[config.mk]
export PLATFORM = sky130hd
export DESIGN_NAME = instr_fetch
export DESIGN_NICKNAME = d
export VERILOG_FILES = /design/src/rtl/cpu_pkg.sv /design/src/rtl/pc_counter.sv /design/src/rtl/instr_fetch.sv
export SDC_FILE = /design/constraint.sdc
export NUM_CORES = 1
export LEC_CHECK = 0
export ABC_CLOCK_PERIOD_IN_PS = 2510
export BUFFER_PORTS_ARGS = -buffer_cell sky130_fd_sc_hd__buf_2
export CAP_MARGIN = 25
export CORE_MARGIN = 8
export CORE_UTILIZATION = 54
export DETAILED_ROUTE_END_ITERATION = 10
export GPL_ROUTABILITY_DRIVEN = 0
export PLACE_DENSITY = 0.84
export SYNTH_ARGS = -nofsm -noshare
export SYNTH_HDL_FRONTEND = slang
export SYNTH_SLANG_ARGS = --single-unit
[constraint.sdc]
create_clock -name clk -period 2.51 [get_ports clk]
set_input_delay 0.251 -clock clk [delete_from_list [all_inputs] [get_ports clk]]
set_output_delay 0.251 -clock clk [all_outputs]
set_load 0.02 [all_outputs]
[src/rtl/cpu_pkg.sv]
// Shared definitions for the CPU: fetch FSM encoding, opcodes, default no-op word.
package cpu_pkg;

  typedef enum logic {
    IDLE = 1'b0,
    REQ  = 1'b1
  } fetch_state_e;

  localparam logic [3:0] OP_NOOP  = 4'h0;
  localparam logic [3:0] OP_STORE = 4'h1;
  localparam logic [3:0] OP_LOAD  = 4'h2;
  localparam logic [3:0] OP_ADD   = 4'h3;
  localparam logic [3:0] OP_SUB   = 4'h4;
  localparam logic [3:0] OP_HALT  = 4'h5;

  // A zero word decodes as OP_NOOP, so an aborted fetch executes harmlessly.
  localparam logic [15:0] NOOP_WORD_DEFAULT = 16'h0000;

endpackage

[src/rtl/pc_counter.sv]
// Program counter: clear has priority over increment; increment wraps modulo 2^AW.
module pc_counter
  import cpu_pkg::*;
#(
  parameter int AW = 8
) (
  input  logic          clk,
  input  logic          rst_n,
  input  logic          clr,
  input  logic          up,
  output logic [AW-1:0] pc
);

  logic [AW-1:0] pc_q, pc_d;

  // Next PC: clear beats increment, natural wrap on overflow.
  always_comb begin
    pc_d = pc_q;
    if (clr) begin
      pc_d = '0;
    end else if (up) begin
      pc_d = pc_q + AW'(1);
    end
  end

  // PC register.
  always_ff @(posedge clk or negedge rst_n) begin
    if (!rst_n) begin
      pc_q <= '0;
    end else begin
      pc_q <= pc_d;
    end
  end

  assign pc = pc_q;

endmodule

[src/rtl/instr_fetch.sv]
// Instruction fetch unit: owns PC and IR, fetches through a req/valid memory
// handshake and aborts a stalled fetch after TIMEOUT request cycles.
module instr_fetch
  import cpu_pkg::*;
#(
  parameter int              AW        = 8,
  parameter int              DW        = 16,
  parameter int              TIMEOUT   = 15,
  parameter logic [DW-1:0]   NOOP_WORD = DW'(NOOP_WORD_DEFAULT)
) (
  input  logic          clk,
  input  logic          Reset,
  input  logic          PC_clr,
  input  logic          PC_up,
  input  logic          IR_ld,
  input  logic [DW-1:0] IM_data,
  input  logic          IM_valid,
  output logic [AW-1:0] IM_addr,
  output logic          IM_rd,
  output logic [DW-1:0] IR,
  output logic          IR_valid,
  output logic [AW-1:0] PC,
  output logic          Busy,
  output logic          Fault
);

  // Timer counts completed wait cycles; the abort fires on the last allowed one.
  localparam logic [7:0] TIMER_LAST = 8'(TIMEOUT - 1);

  fetch_state_e  state_q, state_d;
  logic [AW-1:0] fetch_addr_q, fetch_addr_d;
  logic [7:0]    timer_q, timer_d;
  logic [DW-1:0] ir_q, ir_d;
  logic          ir_valid_q, ir_valid_d;
  logic          fault_q, fault_d;
  logic          busy_q, busy_d;

  pc_counter #(.AW(AW)) u_pc (
    .clk   (clk),
    .rst_n (Reset),
    .clr   (PC_clr),
    .up    (PC_up),
    .pc    (PC)
  );

  // Fetch FSM next-state: latch the pre-update PC on IR_ld, then wait for data or timeout.
  always_comb begin
    state_d      = state_q;
    fetch_addr_d = fetch_addr_q;
    timer_d      = timer_q;
    ir_d         = ir_q;
    ir_valid_d   = 1'b0;
    fault_d      = fault_q;
    case (state_q)
      IDLE: begin
        if (IR_ld) begin
          fetch_addr_d = PC;
          timer_d      = '0;
          state_d      = REQ;
        end
      end
      REQ: begin
        // No queuing: a second load request is dropped and flagged.
        if (IR_ld) begin
          fault_d = 1'b1;
        end
        if (IM_valid) begin
          ir_d       = IM_data;
          ir_valid_d = 1'b1;
          state_d    = IDLE;
        end else if (timer_q == TIMER_LAST) begin
          ir_d       = NOOP_WORD;
          ir_valid_d = 1'b1;
          fault_d    = 1'b1;
          state_d    = IDLE;
        end else begin
          timer_d = timer_q + 8'd1;
        end
      end
      default: state_d = IDLE;
    endcase
    busy_d = (state_d == REQ);
  end

  // Fetch FSM state and registered outputs.
  always_ff @(posedge clk or negedge Reset) begin
    if (!Reset) begin
      state_q      <= IDLE;
      fetch_addr_q <= '0;
      timer_q      <= '0;
      ir_q         <= '0;
      ir_valid_q   <= 1'b0;
      fault_q      <= 1'b0;
      busy_q       <= 1'b0;
    end else begin
      state_q      <= state_d;
      fetch_addr_q <= fetch_addr_d;
      timer_q      <= timer_d;
      ir_q         <= ir_d;
      ir_valid_q   <= ir_valid_d;
      fault_q      <= fault_d;
      busy_q       <= busy_d;
    end
  end

  assign IM_addr  = fetch_addr_q;
  assign IM_rd    = busy_q;
  assign Busy     = busy_q;
  assign IR       = ir_q;
  assign IR_valid = ir_valid_q;
  assign Fault    = fault_q;

endmodule

# ---- Yosys cells after proc, flatten, opt, wreduce, memory -nomap -nowiden
# Cells that the tools add are included.
dict set report totals {
  inputBits 22
  out_inout_bits 36
  register_bits 43
  word_cells 37
}
dict set report op_classes {
  n_reduce_logical 5
  eq_ne 4
  bitwise 1
  n_mux 18
  n_addsub 2
}
# cell n
set ops {}
lappend ops {{2-to-1 mux 8 bit} 5}
lappend ops {{2-to-1 mux 16 bit} 2}
lappend ops {{adder 8 x 1 -> 8 bit (second input constant)} 2}
lappend ops {{one-hot mux 8 bit (2 select lines)} 1}
lappend ops {{2-to-1 mux 1 bit} 9}
lappend ops {{equality test 8 x 4 -> 1 bit (second input constant)} 1}
lappend ops {{!= test 2 bit (second input constant)} 3}
lappend ops {{AND reduction 2 bit} 2}
lappend ops {{nonzero test 2 bit} 2}
lappend ops {{AND reduction 3 bit} 1}
lappend ops {{one-hot mux 1 bit (2 select lines)} 1}
lappend ops {{inverter 1 bit} 1}

# ---- Logic depth before layout (Yosys ltp)
# Gate-level depths: netlist of the first run.
dict set report logic_depth {
  depth_word 4
  depth_mapped 7
}

# ---- By module
# Synthesis of the first run repeated with hierarchy kept, for this count alone.
dict set report hier_totals {
  hier_cells 169
  area_unflattened_um2 1898.1
}
# mod instances cells_per_inst area_per_inst_um2
set modules_own_cells {}
lappend modules_own_cells {instr_fetch 1 132 1501.4}
lappend modules_own_cells {pc_counter 1 37 396.6}

# ---- Worst setup path after synthesis of the first run
# OpenSTA, ideal clock, no wires.
dict set report synth_timing {
  kind {register to register}
  start {register timer_q[0]}
  end {register timer_q[2]}
  path_stages_with_launch 8
  t_required_ns 2.386
  setup_ns 0.124
  arrival_time_ns 1.472
  slack_ns 0.914
  path_buffers 1
  cell_sequence {dfrtp_1 -> inv_1 -> ha_1 -> nand4b_1 -> o21ai_4 -> and2_1 -> buf_2 -> a211o_1}
}
dict set report synth_via {
  elab_chain_cells 4
  word_cells_on_any_way 7
  classes_between {1 x add/sub; 2 x eq/ne; 3 x mux; 1 x reduce/logical}
}
# element line
set synth_rtl {}
lappend synth_rtl {{start: declaration} instr_fetch.sv:32} ;# logic [7:0] timer_q, timer_d;
lappend synth_rtl {{start signal: assignment} instr_fetch.sv:98} ;# timer_q <= timer_d;
lappend synth_rtl {{adder 8 x 1 -> 8 bit} instr_fetch.sv:77} ;# timer_d = timer_q + 8'd1;
lappend synth_rtl {{2-to-1 mux 8 bit} instr_fetch.sv:71} ;# end else if (timer_q == TIMER_LAST) begin
lappend synth_rtl {{2-to-1 mux 8 bit} instr_fetch.sv:67} ;# if (IM_valid) begin
lappend synth_rtl {{one-hot mux 8 bit (2 select lines)} instr_fetch.sv:54} ;# case (state_q)
# Several ways; a longest one is shown, not always the timed one. The select of a mux whose other input is x is not followed.
# A chain may end at the register's enable or synchronous reset.

# ---- Worst setup path in the final report of the first run
dict set report layout_timing {
  start {register timer_q[0]}
  end {register timer_q[7]}
}
# Same word-level chain as after synthesis.

==> results of run 1 <==
[state kept, by name, indices dropped and copies added, names as in the netlist]
signal and count:
Busy 1, Fault 1, IR 16, IM_addr 8
IR_valid 1, u_pc.pc 8, timer_q 8
[synth_stat cells, drive strengths merged (4+ instances only)]
master  instances  area share
buf             6       0.024
xor2            6       0.028
dfrtp          43        0.58
o21ai           7       0.031
a22o           16       0.076
nor2            9       0.022
mux2            8       0.049
nand2           6       0.012
or3             4       0.016
nand3           5       0.013
[cell type report]
class,instances,share of cell area
clock buffers,7,0.0246
flip-flops and latches,43,0.481
clock inverters,1,0.00392
repair buffers,59,0.141
inverters,3,0.00504
multi-input cells,94,0.318
well taps,46,0.0257
[critical path, delay by kind of cell (launching register included)]
| family | cells | cell delay, ns |
|---|---|---|
| flops | 1 | 0.45 |
| fa+ha+maj | 1 | 0.15 |
| simple gates | 2 | 0.56 |
| buf+inv | 1 | 0.08 |
| compound gates | 2 | 0.56 |
[metal layers]
metal  track usage  vias to the layer above
li1              -                      649
met1         0.163                      682
met2         0.252                       45
met3        0.0546                        6
met4        0.0522                        0
met5             0                        -
[cells in the final DEF (no fill, tap or decap), drive strengths merged]
master and count:
and2b 1, a21oi 3, nand2b 2, nor3b 2
nor3 2, mux2 8, o211ai 1, o2111ai 2
o21ai 7, mux2i 1, a211o 2, xnor2 1
nand2 6, nand4 2, and2 2, clkbuf 7
clkinv 1, o31ai 1, or3 4, buf 58
xor2 6, nor2 9, dfrtp 43, nand4b 1
ha 3, and3 3, a22o 16, inv 3
or2 1, nand3 5, a21o 3, dlygate4sd3 1
[per-stage QoR]
step / hold slack, ns / setup WS (ns) / utilization / area [sq um]
after global placement: 0.423 / 0.790 / 0.647 / 2140
after floorplan: -0.0446 / 0.914 / - / 1860
after global routing: 0.0819 / 0.545 / 0.675 / 2240
after CTS: 0.0334 / 0.680 / 0.666 / 2210
after detailed placement: 0.442 / 0.710 / 0.647 / 2140
final: 0.113 / 0.664 / 0.675 / 2240
[power by group]
group          total [mW]  internal [mW]  switching, mW
Clock               0.351          0.139          0.212
Sequential          0.845          0.779         0.0659
Combinational       0.373          0.149          0.224
[final timing paths]
kind / startpoint / to / slack (ns)
max reg2reg: timer_q[0]$_DFFE_PN0P_ / timer_q[7]$_DFFE_PN0P_ / 0.66
min in group asynchronous: Reset / Fault$_DFFE_PN0P_ / 0.39
max: timer_q[0]$_DFFE_PN0P_ / timer_q[7]$_DFFE_PN0P_ / 0.66
max in group asynchronous: Reset / Busy$_DFF_PN0_ / 1.92
min reg2reg: Fault$_DFFE_PN0P_ / Fault$_DFFE_PN0P_ / 0.49
min: IM_data[5] / IR[5]$_DFFE_PN0P_ / 0.11
[logic make-up (layout without fill, tap and decap cells)]
| kind of cell | after synthesis | in the layout | synth area share |
|---|---|---|---|
| adders and majority gates | 3 | 3 | 0.0202 |
| buffers and inverters | 12 | 70 | 0.0364 |
| xor gates and xnor gates | 7 | 7 | 0.0330 |
| DFF | 43 | 43 | 0.580 |
| and+or+nand+nor | 40 | 40 | 0.123 |
| muxes | 9 | 9 | 0.0539 |
| AOI/OAI and AO/OA | 35 | 35 | 0.154 |
[timing repair]
item,in CTS,in global routing
gates resized for setup,0,0
buffers inserted,0,0
hold endpoints to repair,0,43
hold buffers,0,1
==> results.yml, run 1 <==
clock_tree:
  cts.htree.levels: 2
  worst_skew_pair.late_latency_ns: 0.34
  root_buffer: "clkbuf_4"
  cts-buffers-inserted: 5
  clockBufferDepth: 2
  clock-sinks: 43
  clkTransAtPathRegs_ns: 0.12
  cts_tree: "yes"
synthesis:
  synthesis.area_sq_um: 1860
  syn_area_per_cell_sq_um: 12.5
  synth_cells: 149
  seq_area_frac_synth: 0.580
  synth_flop_cell: "dfrtp_1"
  synth_edf_count: 0
  yosys_warnings: 0
  synth_nets: 174
  ys_seq_elements: 43
  synthArstFlopShare: 1.00
  netlist-cell-type-count: 38
sta:
  setup-violations-final: 0
  rsz0062_at_grt: "false"
  finalHoldViolCount: 0
  min_period_over_period: 0.735
  setup_tns_ns: 0
  slew_headroom: 0.611
  skew_ns: 0.00536
  tightest_slew_ns: 0.584
  report.final.slew_viol_count: 0
  fin_crit_ns: 1.85
  fmaxAchievable_ghz: 0.542
final_layout:
  area_growth_pct: 20.5
  seqCellArea_sq_um: 1080
  drive_above_1_share: 0.386
  nNetsFinal: 231
  multiInputGateArea_sq_um: 712
  stdcell_count: 253
  fillerInstances: 255
  diodes: 0
critical_path:
  startpoint_type: "flop"
  rr_worst_depth: 6
  required_ns: 2.80
  worstSetupPathType: "reg2reg"
  crit_slowest_cell: "dfrtp_1"
  cpPeakStageDelay_ns: 0.45
  worst-path-max-fanout: 13
  critPathArrivalTime_ns: 2.14
  cp-end-kind: "flop"
  crit_chain: "inv_1 > ha_1 > nand4b_1 > o21ai_4 > and2_1 > a211o_1"
min_path:
  holdPathStages: 2
  hp-class: "in2reg"
drt:
  viasPerCell: 5.46
  drcViolationCount: 0
  wl_met3_microns: 345
  top_layer_used: "met4"
  num_vias: 1382
  wire_per_inst_microns: 15.8
  wirelength_microns: 4010
  drt-met1-wl_microns: 1590
  dr.pass1.iters: 4
  wl_met2_microns: 2020
  drt_iter0_drc: 66
  detail-route-antenna-nets: 0
placed_design:
  io_buffers: 57
  place_inst: 243
  dp_hpwl_microns: 3030
die:
  start_util: 0.560
  ioPinCount: 58
  core_sq_um: 3310
  die_w_microns: 74.6
  placementRows: 21
  die_height_microns: 74.6
  dieArea_sq_um: 5570
outcome:
  run_status: "finished, final reports clean"
grt:
  grt_pass1_vias: 1390
  grt_pass1_wl_microns: 6290
  overflow: 0
  antenna_found_initial: 0
  track_usage: 0.147
  grt_max_degree: 44
pwr:
  p_per_area_nw_per_um2: 702
  total_power_mw: 1.57
  ir_drop_uv: 479
  p_leak_nw: 1.18
flow_run:
  max_cap_violations: 0
Power figures use the tool's default switching activity.
==> run 2: changes to the inputs <==
ABC_CLOCK_PERIOD_IN_PS = 1600   (was 2510)
CORE_UTILIZATION = 45   (was 54)
PLACE_DENSITY = 0.75   (was 0.84)
clock period = 1.6 ns   (was 2.51 ns; I/O delays follow)
==> run 2 against run 1 <==
  * Die area rose by 16%
  * Power rose by 68%
  * Clock power rose by 89%
  * Non-clock buffer count rose by 12
  * Register-to-register slack got worse by 0.58 ns
  * Combinational power rose by 80%
  * Critical endpoint is now timer_q[5]$_DFFE_PN0P_
  * Largest cell class unchanged
==> results.yml, run 2 (synthesis gave the netlist of run 1 again) <==
clock_tree:
  root_buffer: "clkbuf_8"
  worst_skew_pair.late_latency_ns: 0.29
  cts-buffers-inserted: 5
  clkTransAtPathRegs_ns: 0.07
  clock-sinks: 43
  cts.htree.levels: 2
  cts_tree: "yes"
  clockBufferDepth: 2
drt:
  detail-route-antenna-nets: 0
  dr.pass1.iters: 4
  num_vias: 1397
  viasPerCell: 5.21
  wire_per_inst_microns: 15.0
  drt_iter0_drc: 68
  drcViolationCount: 0
  wirelength_microns: 4010
critical_path:
  rr_worst_depth: 5
  path_depth: 5
  reg2reg_slack_ns: 0.08
  critPathArrivalTime_ns: 1.70
  startpoint_type: "flop"
  crit_family: "compound AO/OA/AOI/OAI gates"
  reg2reg_from: "timer_q[5]$_DFFE_PN0P_"
  worst-path-max-fanout: 8
  worstSetupPathType: "reg2reg"
  startpoint: "timer_q[5]$_DFFE_PN0P_"
  crit_chain: "or3_4 > o21ai_4 > buf_6 > a21oi_1 > a21o_1"
  crit_path_end: "timer_q[5]$_DFFE_PN0P_"
  cpPeakStageDelay_ns: 0.43
  crit_slowest_cell: "or3_4"
  cp-end-kind: "flop"
  crit_buf_inv: 1
  required_ns: 1.78
  reg2reg_to: "timer_q[5]$_DFFE_PN0P_"
sta:
  holdWs_ns: 0.0871
  finalHoldViolCount: 0
  setup_ws_ns: 0.0795
  fin_crit_ns: 1.52
  setup-violations-final: 0
  fmaxAchievable_ghz: 0.658
  min_period_over_period: 0.950
  report.final.slew_viol_count: 0
  tightest_slew_ns: 0.405
  slew_headroom: 0.730
  setup_tns_ns: 0
  skew_ns: 0.00686
  rsz0062_at_grt: "false"
final_layout:
  stdcell_count: 268
  largest_reg_flops: 16
  layout_commonest_cell: "buf_2"
  diodes: 0
  final_cell_mix: "57 x buf_2, 43 x dfrtp_1, 16 x a22o_1, 10 x buf_4"
  area_growth_pct: 28.7
  drive_above_1_share: 0.445
  fin_util: 0.601
  design_area_sq_um: 2390
  nNetsFinal: 243
pwr:
  p_leak_nw: 1.26
  ir_drop_uv: 635
  p_per_area_nw_per_um2: 1110
  total_power_mw: 2.65
grt:
  antenna_found_initial: 0
  track_usage: 0.130
  overflow: 0
  grt_pass1_wl_microns: 6670
  grt_pass1_vias: 1423
  grt_max_degree: 20
die:
  placementRows: 23
  core_sq_um: 3970
  die_height_microns: 80.2
  ioPinCount: 58
  dieArea_sq_um: 6430
  die_w_microns: 80.2
  start_util: 0.467
min_path:
  hp-class: "in2reg"
placed_design:
  place_inst: 259
  dp_hpwl_microns: 3060
  place_ws_ns: 0.000660
  io_buffers: 57
  placed_cell_area_sq_um: 2250
flow_run:
  max_cap_violations: 0
outcome:
  run_status: "finished, final reports clean"
-- run 2: cell types whose count changed in the layout (fill, tap and decap cells not counted), sizes merged --
cell	before	now
buf	58	70
clkbuf	7	6
-- run 2: worst min-delay path by stage --
stage,startpoint,cells after the start,slack [ns],endpoint
floorplan,Reset,0,-0.14,Busy$_DFF_PN0_
global placement,Reset,1,0.12,IM_addr[0]$_DFFE_PN0P_
detailed placement,Reset,1,0.11,IM_addr[2]$_DFFE_PN0P_
CTS,IM_data[10],2,0.08,IR[10]$_DFFE_PN0P_
global route,IM_data[9],2,0.09,IR[9]$_DFFE_PN0P_
finish,IM_data[10],2,0.09,IR[10]$_DFFE_PN0P_
-- run 2: report_power, final --
part | internal, mW | switching [mW] | total [mW]
Combinational | 0.288 | 0.383 | 0.671
Sequential | 1.22 | 0.0851 | 1.31
Clock | 0.338 | 0.327 | 0.665
Total | 1.85 | 0.795 | 2.65
-- run 2: final cells by class --
type	instances	area (sq um)
clock buffers	6	82.6
well taps	50	62.6
fillers	345	1580
repair buffers	71	413
multi-input cells	94	737
flip-flops and latches	43	1080
clock inverters	1	5.00
inverters	3	11.3
-- run 2: metal layers --
layer,up-vias,routed length [microns],GRT usage
met3,9,313,0.0469
met2,49,1900,0.207
met5,-,0,0
met1,666,1740,0.160
li1,673,-,-
met4,0,62,0.0436
-- run 2: what timing repair did --
| item | CTS | global route |
|---|---|---|
| buffers inserted | 1 | 0 |
| endpoints found under the hold margin | 17 | 0 |
| endpoints found under the setup margin | 5 | 22 |
| hold buffers | 1 | 0 |
| pin swaps | 1 | 3 |
| resized for setup | 1 | 8 |
==> run 3: changes to the inputs <==
ABC_CLOCK_PERIOD_IN_PS = 1400   (was 1600)
CORE_UTILIZATION = 50   (was 45)
PLACE_DENSITY = 0.78   (was 0.75)
clock period = 1.4 ns   (was 1.6 ns; I/O delays follow)
==> run 3 against run 2 <==
  * The flow now finishes with violations (negative setup slack)
  * Non-clock buffer count is 10 higher
  * Combinational power increased by 27%
  * Clock power increased by 20%
  * Critical path depth rose by 2
  * Critical path type unchanged
  * Sequential power rose by 14%
  * Worst setup slack got worse by 0.30 ns
  * Global-route usage grew 3.2 points
  * Power rose by 19%
  * Critical endpoint is now IR[0]$_DFFE_PN0P_
  * Highest routed layer unchanged
  * Via count up 8.3%
==> results.yml, run 3 (synthesis gave the netlist of run 1 again) <==
outcome:
  run_status: "finished with violations"
  violations: "negative setup slack"
final_layout:
  area_growth_pct: 34.3
  design_area_sq_um: 2490
  largest_reg_flops: 16
  nNetsFinal: 254
  layout_commonest_cell: "buf_2"
  drive_above_1_share: 0.504
  final_cell_mix: "57 x buf_2, 43 x dfrtp_1, 18 x buf_4, 16 x a22o_1"
  diodes: 0
  fillerInstances: 273
critical_path:
  rr_worst_depth: 7
  worstSetupPathType: "reg2reg"
  required_ns: 1.59
  crit_buf_inv: 2
  startpoint_type: "flop"
  reg2reg_from: "timer_q[0]$_DFFE_PN0P_"
  cpPeakStageDelay_ns: 0.38
  crit_slowest_cell: "dfrtp_1"
  worst-path-max-fanout: 8
  reg2reg_to: "IR[0]$_DFFE_PN0P_"
  crit_chain: "inv_1 > ha_2 > nand4b_1 > buf_4 > nor2_4 > o21ai_2 > a22o_1"
  cp-end-kind: "flop"
  crit_family: "flip-flops"
  reg2reg_slack_ns: -0.22
  critPathArrivalTime_ns: 1.81
clock_tree:
  cts-buffers-inserted: 5
  clockBufferDepth: 2
  clock-sinks: 43
  clkTransAtPathRegs_ns: 0.08
  cts_tree: "yes"
  worst_skew_pair.late_latency_ns: 0.30
  root_buffer: "clkbuf_8"
  cts.htree.levels: 2
die:
  die_height_microns: 76.9
  ioPinCount: 58
  dieArea_sq_um: 5920
  placementRows: 22
  start_util: 0.515
  die_w_microns: 76.9
  core_sq_um: 3610
placed_design:
  dp_hpwl_microns: 3300
  placed_cell_area_sq_um: 2280
  io_buffers: 57
drt:
  drt_iter0_drc: 82
  dr.pass1.iters: 4
  drcViolationCount: 0
  num_vias: 1513
  wirelength_microns: 4630
  detail-route-antenna-nets: 0
  wire_per_inst_microns: 16.7
  viasPerCell: 5.44
grt:
  grt_max_degree: 23
  track_usage: 0.162
  grt_pass1_wl_microns: 7810
  overflow: 0
  antenna_found_initial: 0
  grt_pass1_vias: 1647
flow_run:
  max_cap_violations: 0
min_path:
  min_from: "IM_data[14]"
  hp-class: "in2reg"
  holdPathStages: 2
  hold_path_end: "IR[14]$_DFFE_PN0P_"
pwr:
  ir_drop_uv: 680
  p_leak_nw: 1.30
  p_per_area_nw_per_um2: 1260
sta:
  fin_crit_ns: 1.62
  report.final.slew_viol_count: 0
  setup_tns_ns: -4.59
  setup_ws_ns: -0.217
  skew_ns: 0.00480
  finalHoldViolCount: 0
  slew_headroom: 0.641
  tightest_slew_ns: 0.538
  min_period_over_period: 1.16
  setup-violations-final: 26
  rsz0062_at_grt: "true"
  fmaxAchievable_ghz: 0.618
## run 3: worst reg2reg max path: stages, from the launching register on
cell and delay (ns):
dfrtp_1 0.38, inv_1 0.06, ha_2 0.18, nand4b_1 0.19, buf_4 0.20, nor2_4 0.13, o21ai_2 0.13, a22o_1 0.24
## run 3: layer usage
metal,share of wire,vias up,wire (microns),track usage
met5,0,-,0,0
met3,0.089,13,414,0.0758
li1,-,692,-,-
met2,0.50,63,2330,0.272
met4,0.024,0,112,0.0673
met1,0.38,745,1780,0.170
## run 3: worst max-delay path by stage
stage / from / to / slack, ns / cells after the start
global route: timer_q[0]$_DFFE_PN0P_ / IR[0]$_DFFE_PN0P_ / -0.31 / 7
CTS: timer_q[0]$_DFFE_PN0P_ / IR[6]$_DFFE_PN0P_ / -0.23 / 7
global placement: timer_q[0]$_DFFE_PN0P_ / IR[1]$_DFFE_PN0P_ / -0.15 / 7
detailed placement: timer_q[0]$_DFFE_PN0P_ / IR[0]$_DFFE_PN0P_ / -0.24 / 7
finish: timer_q[0]$_DFFE_PN0P_ / IR[0]$_DFFE_PN0P_ / -0.22 / 7
floorplan: timer_q[0]$_DFFE_PN0P_ / timer_q[7]$_DFFE_PN0P_ / -0.19 / 7
## run 3: stage by stage
step           setup slack [ns]  power [mW]  std cells  utilization  hold slack [ns]
2_1_floorplan            -0.187        1.96        149            -           -0.156
3_3_place_gp             -0.149        2.24        263        0.632            0.115
3_5_place_dp             -0.238        2.28        263        0.632            0.134
4_1_cts                  -0.227        3.17        278        0.688           0.0448
5_1_grt                  -0.314        3.32        278        0.691           0.0435
6_report                 -0.217        3.15        278        0.691           0.0525
## run 3: what timing repair did
| action | CTS | global route |
|---|---|---|
| pin swaps | 6 | 2 |
| gates resized for setup | 16 | 4 |
| setup endpoints to repair | 26 | 27 |
| cloned | 2 | 0 |
| endpoints found under the hold margin | 20 | 0 |
| hold buffers | 1 | 0 |
| buffers inserted | 5 | 1 |
## run 3: final cells by class
| cell class | instances | area [sq um] | area share |
|---|---|---|---|
| flip-flops and latches | 43 | 1080 | 0.432 |
| multi-input cells | 95 | 766 | 0.307 |
| repair buffers | 81 | 487 | 0.195 |
| clock buffers | 5 | 68.8 | 0.0276 |
| well taps | 48 | 60.1 | 0.0241 |
| clock inverters | 3 | 23.8 | 0.00954 |
| inverters | 3 | 11.3 | 0.00452 |
## run 3: power breakdown
part | total [mW] | leakage [nW] | switching, mW | internal (mW)
Clock | 0.800 | 0.0408 | 0.444 | 0.356
Sequential | 1.49 | 0.562 | 0.0951 | 1.40
Combinational | 0.855 | 0.699 | 0.479 | 0.376
